File: src/rtl/cpu15_run_ctrl_if.sv
// Command handshake between a debug host (or bench) and the cpu15 run
// controller. A command transfers on a cycle where cmd_valid && cmd_ready.
interface cpu15_run_ctrl_if;

  logic       cmd_valid;  // command present
  logic [1:0] cmd;        // 00 NOP, 01 RUN, 10 HALT, 11 STEP
  logic       cmd_ready;  // controller can accept a command this cycle

  // Host side: presents commands, observes readiness.
  modport master (
    output cmd_valid,
    output cmd,
    input  cmd_ready
  );

  // Controller side: consumes commands, reports readiness.
  modport slave (
    input  cmd_valid,
    input  cmd,
    output cmd_ready
  );

endinterface : cpu15_run_ctrl_if

File: src/rtl/cpu15_run_ctrl.sv
// cpu15 execution controller.
// Owns the core's instruction-advance enable and sequences it through
// HALT / RUN / single-STEP from a command handshake. Also provides a PC
// breakpoint, a saturating retired-instruction counter and an optional
// instruction-limit auto-halt. The core executes one instruction on every
// rising clk edge where cpu_en_o is high.
module cpu15_run_ctrl #(
  parameter int unsigned CNT_W     = 16,   // width of the instruction counter
  parameter int unsigned RUN_LIMIT = 0,    // auto-halt after this many instructions, 0 = off
  parameter bit          START_RUN = 1'b1  // 1: free-run out of reset, 0: come up halted
) (
  input  logic               clk,
  input  logic               rst_n,
  cpu15_run_ctrl_if.slave    cmd_if,
  input  logic               bp_en_i,
  input  logic [7:0]         bp_addr_i,
  input  logic [7:0]         pc_i,
  input  logic               clr_cnt_i,
  output logic               cpu_en_o,
  output logic               running_o,
  output logic               bp_hit_o,
  output logic               limit_hit_o,
  output logic [CNT_W-1:0]   instr_cnt_o
);

  typedef enum logic [1:0] {
    CMD_NOP  = 2'b00,
    CMD_RUN  = 2'b01,
    CMD_HALT = 2'b10,
    CMD_STEP = 2'b11
  } cmd_e;

  typedef enum logic [1:0] {
    ST_HALT = 2'd0,
    ST_RUN  = 2'd1,
    ST_STEP = 2'd2
  } state_e;

  localparam state_e          RESET_STATE = START_RUN ? ST_RUN : ST_HALT;
  localparam bit              LIMIT_ON    = (RUN_LIMIT != 0);
  localparam logic [CNT_W-1:0] LIMIT_V    = CNT_W'(RUN_LIMIT);
  localparam logic [CNT_W-1:0] LIMIT_M1   = CNT_W'(RUN_LIMIT - 1);

  state_e           state_q, state_d;
  logic             skip_q, skip_d;
  logic             bp_hit_q, bp_hit_d;
  logic             limit_hit_q, limit_hit_d;
  logic [CNT_W-1:0] cnt_q, cnt_d;

  cmd_e cmd;
  logic cmd_ready;
  logic cmd_acc;
  logic halt_cmd;
  logic go_cmd;
  logic step_cmd;
  logic brk;
  logic at_limit;
  logic last_instr;
  logic cpu_en;

  // ---------------------------------------------------------------------------
  // Command decode and trap conditions
  // ---------------------------------------------------------------------------

  // Readiness depends only on registered state, so there is no path from the
  // command inputs back to cmd_ready.
  assign cmd_ready = (state_q != ST_STEP);
  assign cmd       = cmd_e'(cmd_if.cmd);
  assign cmd_acc   = cmd_if.cmd_valid && cmd_ready;
  assign halt_cmd  = cmd_acc && (cmd == CMD_HALT);
  assign step_cmd  = cmd_acc && (cmd == CMD_STEP);
  assign go_cmd    = cmd_acc && ((cmd == CMD_RUN) || (cmd == CMD_STEP));

  // skip masks the breakpoint for the first instruction after a resume, so
  // restarting from the breakpoint address does not immediately re-trap.
  assign brk = bp_en_i && (pc_i == bp_addr_i) && !skip_q;

  // at_limit: the limit is exhausted and the core must stay parked until the
  // counter is cleared. last_instr: the enabled instruction this cycle is
  // the final one the limit allows.
  assign at_limit   = LIMIT_ON && (cnt_q >= LIMIT_V);
  assign last_instr = LIMIT_ON && (cnt_q == LIMIT_M1);

  // ---------------------------------------------------------------------------
  // Run-control FSM: next state, sticky flags and the core enable
  // ---------------------------------------------------------------------------

  // Next-state and core-enable decode for the HALT/RUN/STEP sequencer.
  always_comb begin
    // NOTE: every signal is given a default before the case so no path
    // leaves it unassigned; an unassigned path would infer a latch.
    state_d     = state_q;
    skip_d      = skip_q;
    bp_hit_d    = bp_hit_q;
    limit_hit_d = limit_hit_q;
    cpu_en      = 1'b0;

    unique case (state_q)
      ST_HALT: begin
        if (go_cmd) begin
          bp_hit_d = 1'b0;
          if (at_limit) begin
            // Limit exhausted: acknowledge the command but stay parked.
            limit_hit_d = 1'b1;
          end else begin
            limit_hit_d = 1'b0;
            skip_d      = 1'b1;
            state_d     = step_cmd ? ST_STEP : ST_RUN;
          end
        end
      end

      ST_RUN: begin
        if (halt_cmd) begin
          // An explicit halt outranks a breakpoint and does not flag it.
          state_d = ST_HALT;
        end else if (brk) begin
          // Stop in front of the breakpoint instruction; it is not executed.
          state_d  = ST_HALT;
          bp_hit_d = 1'b1;
        end else begin
          cpu_en = 1'b1;
          if (last_instr) begin
            state_d     = ST_HALT;
            limit_hit_d = 1'b1;
          end
        end
      end

      ST_STEP: begin
        // Exactly one instruction, no breakpoint evaluation, then park.
        cpu_en  = 1'b1;
        state_d = ST_HALT;
      end

      default: begin
        state_d = ST_HALT;
      end
    endcase

    if (cpu_en) begin
      skip_d = 1'b0;
    end
  end

  // Retired-instruction counter: clear wins, otherwise saturating increment.
  always_comb begin
    cnt_d = cnt_q;
    if (clr_cnt_i) begin
      cnt_d = '0;
    end else if (cpu_en && !(&cnt_q)) begin
      cnt_d = cnt_q + CNT_W'(1);
    end
  end

  // State and flag registers with asynchronous reset to the power-up state.
  always_ff @(posedge clk or negedge rst_n) begin
    // NOTE: registers use non-blocking assignment so every flop samples the
    // pre-edge values, independent of statement order.
    if (!rst_n) begin
      state_q     <= RESET_STATE;
      skip_q      <= 1'b1;
      bp_hit_q    <= 1'b0;
      limit_hit_q <= 1'b0;
      cnt_q       <= '0;
    end else begin
      state_q     <= state_d;
      skip_q      <= skip_d;
      bp_hit_q    <= bp_hit_d;
      limit_hit_q <= limit_hit_d;
      cnt_q       <= cnt_d;
    end
  end

  // ---------------------------------------------------------------------------
  // Outputs
  // ---------------------------------------------------------------------------

  assign cmd_if.cmd_ready = cmd_ready;
  assign cpu_en_o         = cpu_en;
  assign running_o        = (state_q == ST_RUN);
  assign bp_hit_o         = bp_hit_q;
  assign limit_hit_o      = limit_hit_q;
  assign instr_cnt_o      = cnt_q;

endmodule : cpu15_run_ctrl

File: src/flat_wrapper.sv
// flat-port wrapper written by rule: the top's interface ports become plain ports
module cpu15_run_ctrl_flat 
#(
  parameter int unsigned CNT_W     = 16,                                      
  parameter int unsigned RUN_LIMIT = 0,                                                      
  parameter bit          START_RUN = 1'b1                                                
)
  (clk, rst_n, bp_en_i, bp_addr_i, pc_i, clr_cnt_i, cpu_en_o, running_o, bp_hit_o, limit_hit_o, instr_cnt_o, cmd_if_cmd_valid, cmd_if_cmd, cmd_if_cmd_ready);
  cpu15_run_ctrl_if cmd_if_i ();
  input  logic clk;
  input  logic rst_n;
  input  logic bp_en_i;
  input  logic [7:0] bp_addr_i;
  input  logic [7:0] pc_i;
  input  logic clr_cnt_i;
  output logic cpu_en_o;
  output logic running_o;
  output logic bp_hit_o;
  output logic limit_hit_o;
  output logic [CNT_W-1:0] instr_cnt_o;
  input wire logic [$bits(cmd_if_i.cmd_valid)-1:0] cmd_if_cmd_valid;
  input wire logic [$bits(cmd_if_i.cmd)-1:0] cmd_if_cmd;
  output wire logic [$bits(cmd_if_i.cmd_ready)-1:0] cmd_if_cmd_ready;
  assign cmd_if_i.cmd_valid = cmd_if_cmd_valid;
  assign cmd_if_i.cmd = cmd_if_cmd;
  assign cmd_if_cmd_ready = cmd_if_i.cmd_ready;
  cpu15_run_ctrl #(.CNT_W(CNT_W), .RUN_LIMIT(RUN_LIMIT), .START_RUN(START_RUN)) u_core (.clk(clk), .rst_n(rst_n), .cmd_if(cmd_if_i), .bp_en_i(bp_en_i), .bp_addr_i(bp_addr_i), .pc_i(pc_i), .clr_cnt_i(clr_cnt_i), .cpu_en_o(cpu_en_o), .running_o(running_o), .bp_hit_o(bp_hit_o), .limit_hit_o(limit_hit_o), .instr_cnt_o(instr_cnt_o));
endmodule
File: config.mk
export PLATFORM = sky130hd
export DESIGN_NAME = cpu15_run_ctrl_flat
export DESIGN_NICKNAME = d
export VERILOG_FILES = /design/src/rtl/cpu15_run_ctrl_if.sv /design/src/rtl/cpu15_run_ctrl.sv /design/src/flat_wrapper.sv
export SDC_FILE = /design/constraint.sdc
export NUM_CORES = 1
export LEC_CHECK = 0
export CAP_MARGIN = 10
export CORE_ASPECT_RATIO = 0.6
export CORE_MARGIN = 1
export CORE_UTILIZATION = 40
export DETAILED_ROUTE_END_ITERATION = 10
export GPL_TIMING_DRIVEN = 1
export PLACE_DENSITY = 0.77
export SYNTH_ARGS = -nofsm -noshare
export SYNTH_HDL_FRONTEND = slang
export SYNTH_SLANG_ARGS = --single-unit
export TNS_END_PERCENT = 20
File: constraint.sdc
create_clock -name clk -period 2.37 [get_ports clk]
set_input_delay 0.3555 -clock clk [delete_from_list [all_inputs] [get_ports clk]]
set_output_delay 0.3555 -clock clk [all_outputs]
set_load 0.01 [all_outputs]
==> results of run 1 <==
==> per-layer routing <==
layer	vias to the layer above	routed length, um
li1	602	-
met2	57	1450
met3	5	280
met5	-	0
met1	568	1560
met4	0	40
==> report_power, final <==
group	internal [W]	total (W)	switching (W)	leakage, nW
Combinational	0.000189	0.000382	0.000192	0.465
Sequential	0.000380	0.000402	0.0000227	0.271
Clock	0.000113	0.000226	0.000112	0.0216
Total	0.000683	0.00101	0.000327	0.758
==> what timing repair did <==
action	4_1_cts	5_1_grt
gates resized for setup	2	0
hold buffers	0	0
setup buffers	0	0
endpoints found under the setup margin	1	0
==> worst paths after layout <==
kind                            slack (ns)  depth (start not counted)                    from                     end
min in group clk                      0.54                          1  u_core.instr_cnt_o[14]  u_core.instr_cnt_o[14]
worst min-delay path                  0.43                          2                   rst_n   u_core.instr_cnt_o[2]
max in group asynchronous             1.67                          2                   rst_n       u_core.state_q[0]
worst max register to register        0.33                          6   u_core.instr_cnt_o[7]   u_core.instr_cnt_o[9]
worst max-delay path                  0.16                          6            bp_addr_i[5]                cpu_en_o
worst min register to register        0.54                          1  u_core.instr_cnt_o[14]  u_core.instr_cnt_o[14]
==> worst max-delay path, stage by stage <==
cell and delay (ns):
clkdlybuf4s50_1 0.42, xor2_1 0.18, nor4_2 0.29, and4_1 0.26, nor2_1 0.07, dlygate4sd2_1 0.28
==> cells by family (layout without fill, tap and decap cells) <==
logic type	after synthesis	in the layout	share of synthesized area
compound gates	13	13	0.0655
xor+xnor	17	17	0.113
fa+ha+maj	4	4	0.0380
buf+inv	12	60	0.0503
flops	20	20	0.382
mux	6	6	0.0475
other cells	1	1	0.00285
simple gates	71	71	0.301
==> flip-flops by register name, summed over array words and instances, names as in the netlist <==
register,cells
u_core.instr_cnt_o,16
u_core.bp_hit_o,1
u_core.skip_q,1
u_core.state_q,2
==> stage by stage <==
step / std cells / power [W] / hold slack [ns] / setup WS (ns) / cell area, um2
detailed placement: 231 / 0.000790 / 0.522 / -0.0723 / 1820
floorplan: 144 / 0.000616 / 0.0599 / 0.379 / 1320
CTS: 234 / 0.00101 / 0.446 / 0.158 / 1860
global placement: 231 / 0.000773 / 0.519 / -0.0831 / 1820
global route: 234 / 0.00107 / 0.459 / 0.0233 / 1860
finish: 234 / 0.00101 / 0.429 / 0.162 / 1860
==> area by class of cell <==
type,count,area [um2]
fill,251,1140
multi-input combinational,112,754
sequential,20,503
timing repair buffer,52,494
tap,42,52.6
clock buffer,3,41.3
inverter,5,18.8
==> cell usage after synthesis, types with 5 or more instances <==
library cell,instances
dfrtp_1,18
inv_1,5
nand2_1,8
nand3_1,5
nand4_1,6
nor2_1,21
nor4_1,7
xnor2_1,8
xor2_1,9
==> metrics.txt, run 1 <==
top cells by area, synth dfrtp_1 34%, nor2_1 6.0%, xor2_1 6.0%; crit path time final 2.21 ns; ys flop type dfrtp_1; Worst VDD drop 0.265 mV; Pwr Density 542 nW/um2; Layout area overhead 41.5%; vias in the first global route 1208; Max-cap violations 0; vias per cell 5.26; GR Util met2 0.347; antenna violations before repair 0; maximum clock frequency 0.453 GHz; CTS Root Buffer Type clkbuf_8; DIE AREA 3530 um2; run status finished, final reports clean; WL per Instance 14.2 um; clock latency on the worst-skew pair 0.26 ns; Post-synth EDFFs 0; global route hottest layer met2; GRT Resource Usage Total 0.208; FFs w/ async S/R, synth 1.00; Leak 0.758 nW; Synth warnings 0; post-synth cell types 38; clk sinks 20; Hold WC Path Type primary input to asynchronous set/reset pin; via count 1232; CTS Buf Count 3; CP Max Fanout 2; synthesized area 1320 um2; CTS H-tree depth 1; Max-slew headroom 0.571; RSZ-0062 raised after global routing false; Longest Clk Path Bufs 2; largest area contributor in the netlist dfrtp_1; Layout Skew 0.00758 ns; Detailed Route Iter0 Violations 106; layout cells sized above 1 0.115; DRT antenna net count 0; Initial Utilization 0.439; Yosys reg bits 20; Critical Path Start Type primary input; row cnt 15; endpoints failing hold 0; Congestion Overflow GR 0; port buffer count 42; final max-slew violation count 0; global-route wire length before repair 5.61 mm; worst path required time 2.01 ns; chip height 46.5 um; routed wire length 3.33 mm; commonest non-fill, non-tap cells in the layout 41 x clkdlybuf4s50_1, 21 x nor2_1, 18 x dfrtp_1; commonest non-fill, non-tap cell in the layout clkdlybuf4s50_1; routability cong. 0.941; met1 usage 0.269; final setup TNS 0 ns; Core ar. 3000 um2; period utilisation layout 0.932; TritonCTS clock tree built; CTS clk-pin slew, worst paths 0.08 ns; Synthesized Nets 171; final core utilization 0.621; sequential share of the synthesized area 0.382; final setup violation count 0; Worst Setup Path Type primary input to primary output; nets@finish 221; DRC errors left 0; Syn Area/Cell 9.15 um2; post-synth top area share 0.342; Tightest Pin Transition 0.642 ns; Syn Inst Count 144; IO Count 44; TritonRoute pass-1 iters 4; Critical Path AT 1.85 ns; Die W 76.1 um; GR Util met3 0.0713; Setup crit end kind primary output; pin count of the biggest net entering global routing 21; diodes inserted 0; DP HPWL 2.54 mm
Power figures use the tool's default switching activity.
==> inputs of run 2 (changes only) <==
--- a/config.mk
+++ b/config.mk
@@ -9,8 +9,10 @@
 export CORE_ASPECT_RATIO = 0.6
 export CORE_MARGIN = 1
 export CORE_UTILIZATION = 40
+export CTS_CLUSTER_DIAMETER = 80
 export DETAILED_ROUTE_END_ITERATION = 10
 export GPL_TIMING_DRIVEN = 1
+export MAX_ROUTING_LAYER = met4
 export PLACE_DENSITY = 0.77
 export SYNTH_ARGS = -nofsm -noshare
 export SYNTH_HDL_FRONTEND = slang
==> run 2 against run 1 <==
Net effect:
- sequential share of layout area fell by 0.30 points
- wire length rose by 2.8%
- fmax down 0.17%
- clock power up 16%
- critical path type unchanged
==> metrics.txt, run 2 (same netlist as run 1, synthesis figures left out) <==
WL per Instance 14.5 um (was 14.2 um); row cnt 15 (unchanged); crit path time final 2.21 ns (about the same); maximum clock frequency 0.452 GHz (was 0.453 GHz); clk sinks 20 (unchanged); final setup violation count 0 (unchanged); chip height 46.5 um (unchanged); Die W 76.1 um (unchanged); Core ar. 3000 um2 (unchanged); nets@finish 222 (was 221); period utilisation layout 0.933 (was 0.932); Max-cap violations 0 (unchanged); worst reg2reg endpoint u_core.instr_cnt_o[12] (was u_core.instr_cnt_o[9]); vias in the first global route 1206 (was 1208); final core utilization 0.628 (was 0.621); Pwr Density 554 nW/um2 (was 542 nW/um2); CTS Buf Count 3 (unchanged); Tightest Pin Transition 0.614 ns (was 0.642 ns); endpoints failing hold 0 (unchanged); diodes inserted 0 (unchanged); DRC errors left 0 (unchanged); CP Max Fanout 2 (unchanged); routability cong. 0.945 (was 0.941); CTS Root Buffer Type clkbuf_8 (unchanged); cts hold-fix bufs 0 (unchanged); routed wire length 3.43 mm (was 3.33 mm); CTS clk-pin slew, worst paths 0.07 ns (was 0.08 ns); Max-slew headroom 0.589 (was 0.571); clock latency on the worst-skew pair 0.26 ns (about the same); vias per cell 5.21 (was 5.26); Worst Setup Path Type primary input to primary output (unchanged); layout cells sized above 1 0.124 (was 0.115); CTS H-tree depth 1 (unchanged); Critical Path AT 1.86 ns (was 1.85 ns); Fin Hold WS 0.430 ns (was 0.429 ns); r2r setup slk 0.28 ns (was 0.33 ns); global-route wire length before repair 5.73 mm (was 5.61 mm); GRT Resource Usage Total 0.218 (was 0.208); Setup crit end kind primary output (unchanged); Tot Pwr 0.00104 W (was 0.00101 W); Critical Path Start Type primary input (unchanged); final max-slew violation count 0 (unchanged); R2R cell count 9 (was 6); run status finished, final reports clean (unchanged); IO Count 44 (unchanged); Longest Clk Path Bufs 2 (unchanged); TritonRoute pass-1 iters 4 (unchanged); max reg flops 16 (unchanged); Layout fillers 245 (was 251); Worst VDD drop 0.480 mV (was 0.265 mV); Layout area overhead 43.1% (was 41.5%); Detailed Route Iter0 Violations 67 (was 106); Congestion Overflow GR 0 (unchanged); TritonCTS clock tree built (unchanged); Worst R2R Start u_core.state_q[0] (was u_core.instr_cnt_o[7]); DRT antenna net count 0 (unchanged); Layout Skew 0.00205 ns (was 0.00758 ns); worst path required time 2.01 ns (about the same); Hold WC Path Type primary input to asynchronous set/reset pin (unchanged); pin count of the biggest net entering global routing 21 (unchanged); Leak 0.771 nW (was 0.758 nW); commonest non-fill, non-tap cell in the layout clkdlybuf4s50_1 (unchanged); DP HPWL 2.57 mm (was 2.54 mm); commonest non-fill, non-tap cells in the layout 41 x clkdlybuf4s50_1, 21 x nor2_1, 18 x dfrtp_1 (unchanged); port buffer count 42 (unchanged); DIE AREA 3530 um2 (unchanged); antenna violations before repair 0 (unchanged); via count 1229 (was 1232); RSZ-0062 raised after global routing false (unchanged); Initial Utilization 0.439 (unchanged)
run 2: how the worst max path moves through the flow:
stage | startpoint | end | cells after the start | slack, ns
floorplan | u_core.state_q[0] | u_core.instr_cnt_o[12] | 7 | 0.38
global placement | bp_addr_i[5] | cpu_en_o | 6 | -0.08
detailed placement | bp_addr_i[2] | cpu_en_o | 6 | -0.10
CTS | bp_addr_i[5] | cpu_en_o | 6 | 0.14
global route | pc_i[3] | cpu_en_o | 6 | 0.02
finish | bp_addr_i[5] | cpu_en_o | 6 | 0.16
run 2: metal layers:
layer	wire, um	vias to the layer above	global-route usage
met3	249	4	0.0634
met4	23	0	0.0462
met2	1510	47	0.349
met5	0	-	-
li1	-	610	-
met1	1650	568	0.278
run 2: area by class of cell:
cell class / count / area (um2) / area share
multi-input combinational: 112 / 754 / 0.400
clock buffer: 4 / 55.1 / 0.0292
inverter: 5 / 18.8 / 0.00995
timing repair buffer: 53 / 502 / 0.266
tap: 42 / 52.6 / 0.0279
sequential: 20 / 503 / 0.267
run 2: through the flow:
| step | TNS [ns] | area [um2] | std cells | setup WS (ns) |
|---|---|---|---|---|
| after floorplan | 0 | 1320 | 144 | 0.379 |
| after global placement | -0.0829 | 1820 | 231 | -0.0829 |
| after detailed placement | -0.134 | 1820 | 231 | -0.103 |
| after CTS | 0 | 1890 | 236 | 0.141 |
| after global routing | 0 | 1890 | 236 | 0.0187 |
| final | 0 | 1890 | 236 | 0.158 |
run 2: timing repair:
item	in CTS	in global routing
setup buffers	1	0
hold endpoints to repair	0	0
resized for setup	2	0
endpoints found under the setup margin	1	0
run 2: report_power, final:
part / internal (W) / switching (W) / leakage [nW]
Clock: 0.000148 / 0.000114 / 0.0288
Sequential: 0.000380 / 0.0000223 / 0.271
Combinational: 0.000190 / 0.000191 / 0.471
Total: 0.000717 / 0.000328 / 0.771
run 2: critical path, stage by stage:
cell and delay [ns]:
clkdlybuf4s50_1 0.41, xor2_1 0.17, nor4_2 0.30, and4_1 0.27, nor2_1 0.06, dlygate4sd2_1 0.28
==> inputs of run 3 (changes only) <==
--- a/config.mk
+++ b/config.mk
@@ -5,7 +5,7 @@
 export SDC_FILE = /design/constraint.sdc
 export NUM_CORES = 1
 export LEC_CHECK = 0
-export CAP_MARGIN = 10
+export CAP_MARGIN = 20
 export CORE_ASPECT_RATIO = 0.6
 export CORE_MARGIN = 1
 export CORE_UTILIZATION = 40
@@ -13,7 +13,7 @@
 export DETAILED_ROUTE_END_ITERATION = 10
 export GPL_TIMING_DRIVEN = 1
 export MAX_ROUTING_LAYER = met4
-export PLACE_DENSITY = 0.77
+export PLACE_DENSITY = 0.8
 export SYNTH_ARGS = -nofsm -noshare
 export SYNTH_HDL_FRONTEND = slang
 export SYNTH_SLANG_ARGS = --single-unit
==> constraint.sdc (replaced) <==
create_clock -name clk -period 1.9 [get_ports clk]
set_input_delay 0.285 -clock clk [delete_from_list [all_inputs] [get_ports clk]]
set_output_delay 0.285 -clock clk [all_outputs]
set_load 0.01 [all_outputs]
==> run 3 against run 2 <==
Net effect:
- clock power up 66%
- critical path depth grew 2
- register-to-register slack got worse by 0.24 ns
- wire length is 12% higher
==> metrics.txt, run 3 (same netlist as run 1, synthesis figures left out) <==
DIE AREA 3530 um2 (unchanged); commonest non-fill, non-tap cells in the layout 31 x clkdlybuf4s50_1, 29 x buf_4, 20 x nor2_1 (was 41 x clkdlybuf4s50_1, 21 x nor2_1, 18 x dfrtp_1); Congestion Overflow GR 0 (unchanged); Clock power frac 0.268 (was 0.251); chip height 46.5 um (unchanged); commonest non-fill, non-tap cell in the layout clkdlybuf4s50_1 (unchanged); nets@finish 243 (was 222); Longest Clk Path Bufs 2 (unchanged); layout cells sized above 1 0.321 (was 0.124); Layout fillers 207 (was 245); Worst VDD drop 0.542 mV (was 0.480 mV); port buffer count 42 (unchanged); routability cong. 0.819 (was 0.945); crit path time final 1.87 ns; vias in the first global route 1290 (was 1206); endpoints failing hold 0 (unchanged); Switching Power 0.000498 W (was 0.000328 W); antenna violations before repair 0 (unchanged); CTS Buf Count 3 (unchanged); crit-path cells clkdlybuf4s50_1 -> xor2_1 -> nor3_2 -> and4_4 -> buf_8 -> nor3_4 -> nand4_1 -> mux2_4 (was clkdlybuf4s50_1 -> xor2_1 -> nor4_2 -> and4_1 -> nor2_1 -> dlygate4sd2_1); vias per cell 5.29 (was 5.21); Leak 0.981 nW (was 0.771 nW); Combinational Power Share 0.422 (was 0.365); Critical Path AT 2.01 ns (was 1.86 ns); Max-cap violations 0 (unchanged); routed wire length 3.83 mm (was 3.43 mm); final setup violation count 0 (unchanged); CP Max Fanout 9 (was 2); switching power share of the total 0.308 (was 0.314); DRC errors left 0 (unchanged); Finished Layout Cells 257 (was 236); Initial Utilization 0.439 (unchanged); row cnt 15 (unchanged); Placed Instances 248 (was 231); DRT antenna net count 0 (unchanged); Setup crit end kind register (was primary output); diodes inserted 0 (unchanged); critical path's largest stage delay 0.47 ns (was 0.41 ns); period utilisation layout 0.982; Critical Path Start Type primary input (unchanged); Int Power 0.00112 W (was 0.000717 W); TritonRoute pass-1 iters 4 (unchanged); Max Used Layer met4 (unchanged); clk sinks 20 (unchanged); maximum clock frequency 0.536 GHz; TritonCTS clock tree built (unchanged); Pwr Density 733 nW/um2 (was 554 nW/um2); wire length on met1 1.82 mm (was 1.65 mm); clock latency on the worst-skew pair 0.27 ns (was 0.26 ns); Layout area overhead 67.5% (was 43.1%); cts hold-fix bufs 0 (unchanged); via count 1360 (was 1229); global-route wire length before repair 5.89 mm (was 5.73 mm); max reg flops 16 (unchanged); worst path required time 2.05 ns (was 2.01 ns); Layout Skew 0.0116 ns (was 0.00205 ns); Hold WC Path Type primary input to asynchronous set/reset pin (unchanged); DP HPWL 2.66 mm (was 2.57 mm); RSZ-0062 raised after global routing true (was false); delay-heaviest family, CP buffers and inverters (unchanged); Core ar. 3000 um2 (unchanged); CTS H-tree depth 1 (unchanged); Seq pwr share 0.310 (was 0.385); GRT Resource Usage Total 0.226 (was 0.218); CP bufs+invs 2 (unchanged); Die W 76.1 um (unchanged); WL per Instance 14.9 um (was 14.5 um); final setup TNS 0 ns (unchanged); IO Count 44 (unchanged); Worst Setup Path Type primary input to register (was primary input to primary output); pin count of the biggest net entering global routing 15 (was 21); Detailed Route Iter0 Violations 84 (was 67); WL met2 1.69 mm (was 1.51 mm); CP max stage cell clkdlybuf4s50_1 (unchanged); CTS Root Buffer Type clkbuf_8 (unchanged); run status finished, final reports clean (unchanged); CTS clk-pin slew, worst paths 0.07 ns (about the same); met3 wire length 259 um (was 249 um); final max-slew violation count 0 (unchanged)
-- run 3: cell count changes in the layout (fill, tap and decap cells not counted), sizes merged --
cell / previous run / this run
buf: 11 / 32
clkdlybuf4s50: 41 / 31
dlymetal6s2s: 0 / 8
bufinv: 0 / 1
dlygate4sd2: 1 / 2
-- run 3: area by class of cell --
cell class	instances	area, um2	area share
Clock inverter	1	30.0	0.0136
Tap cell	42	52.6	0.0238
Sequential cell	20	504	0.228
Clock buffer	3	41.3	0.0187
Timing Repair Buffer	74	688	0.312
Inverter	5	18.8	0.00850
Multi-Input combinational cell	112	872	0.395
-- run 3: timing repair --
action,CTS,global route
setup endpoints to repair,11,17
gates resized for setup,10,32
pin swaps,3,18
setup buffers,0,5
-- run 3: worst paths after layout --
| path | start | end | slack (ns) | cells after the start |
|---|---|---|---|---|
| worst min register to register | u_core.instr_cnt_o[14] | u_core.instr_cnt_o[14] | 0.57 | 1 |
| min in group clk | u_core.instr_cnt_o[14] | u_core.instr_cnt_o[14] | 0.57 | 1 |
| worst min-delay path | rst_n | u_core.instr_cnt_o[6] | 0.28 | 1 |
| worst max-delay path | pc_i[7] | u_core.instr_cnt_o[12] | 0.03 | 8 |
| max in group asynchronous | rst_n | u_core.skip_q | 1.07 | 2 |
| worst max register to register | u_core.skip_q | u_core.instr_cnt_o[9] | 0.04 | 8 |
-- run 3: power by group through the flow --
stage	sequential (W)	clock, W	combinational, W
2_1_floorplan	0.000508	0	0.000264
3_3_place_gp	0.000502	0	0.000541
3_5_place_dp	0.000504	0	0.000552
4_1_cts	0.000496	0.000437	0.000577
5_1_grt	0.000505	0.000457	0.000728
6_report	0.000502	0.000434	0.000682
-- run 3: through the flow --
step	hold WS (ns)	util	setup WS [ns]	area (um2)	power [W]
2_1_floorplan	-0.0106	-	-0.0463	1320	0.000772
3_3_place_gp	0.512	0.650	-0.380	1950	0.00104
3_5_place_dp	0.534	0.650	-0.381	1950	0.00106
4_1_cts	0.283	0.684	-0.147	2050	0.00151
5_1_grt	0.295	0.735	-0.0188	2210	0.00169
6_report	0.275	0.735	0.0338	2210	0.00162
-- run 3: per-layer routing --
metal,GRT usage,vias up
met5,-,-
met4,0.0615,0
met3,0.0614,8
met2,0.373,60
met1,0.279,640
li1,-,652
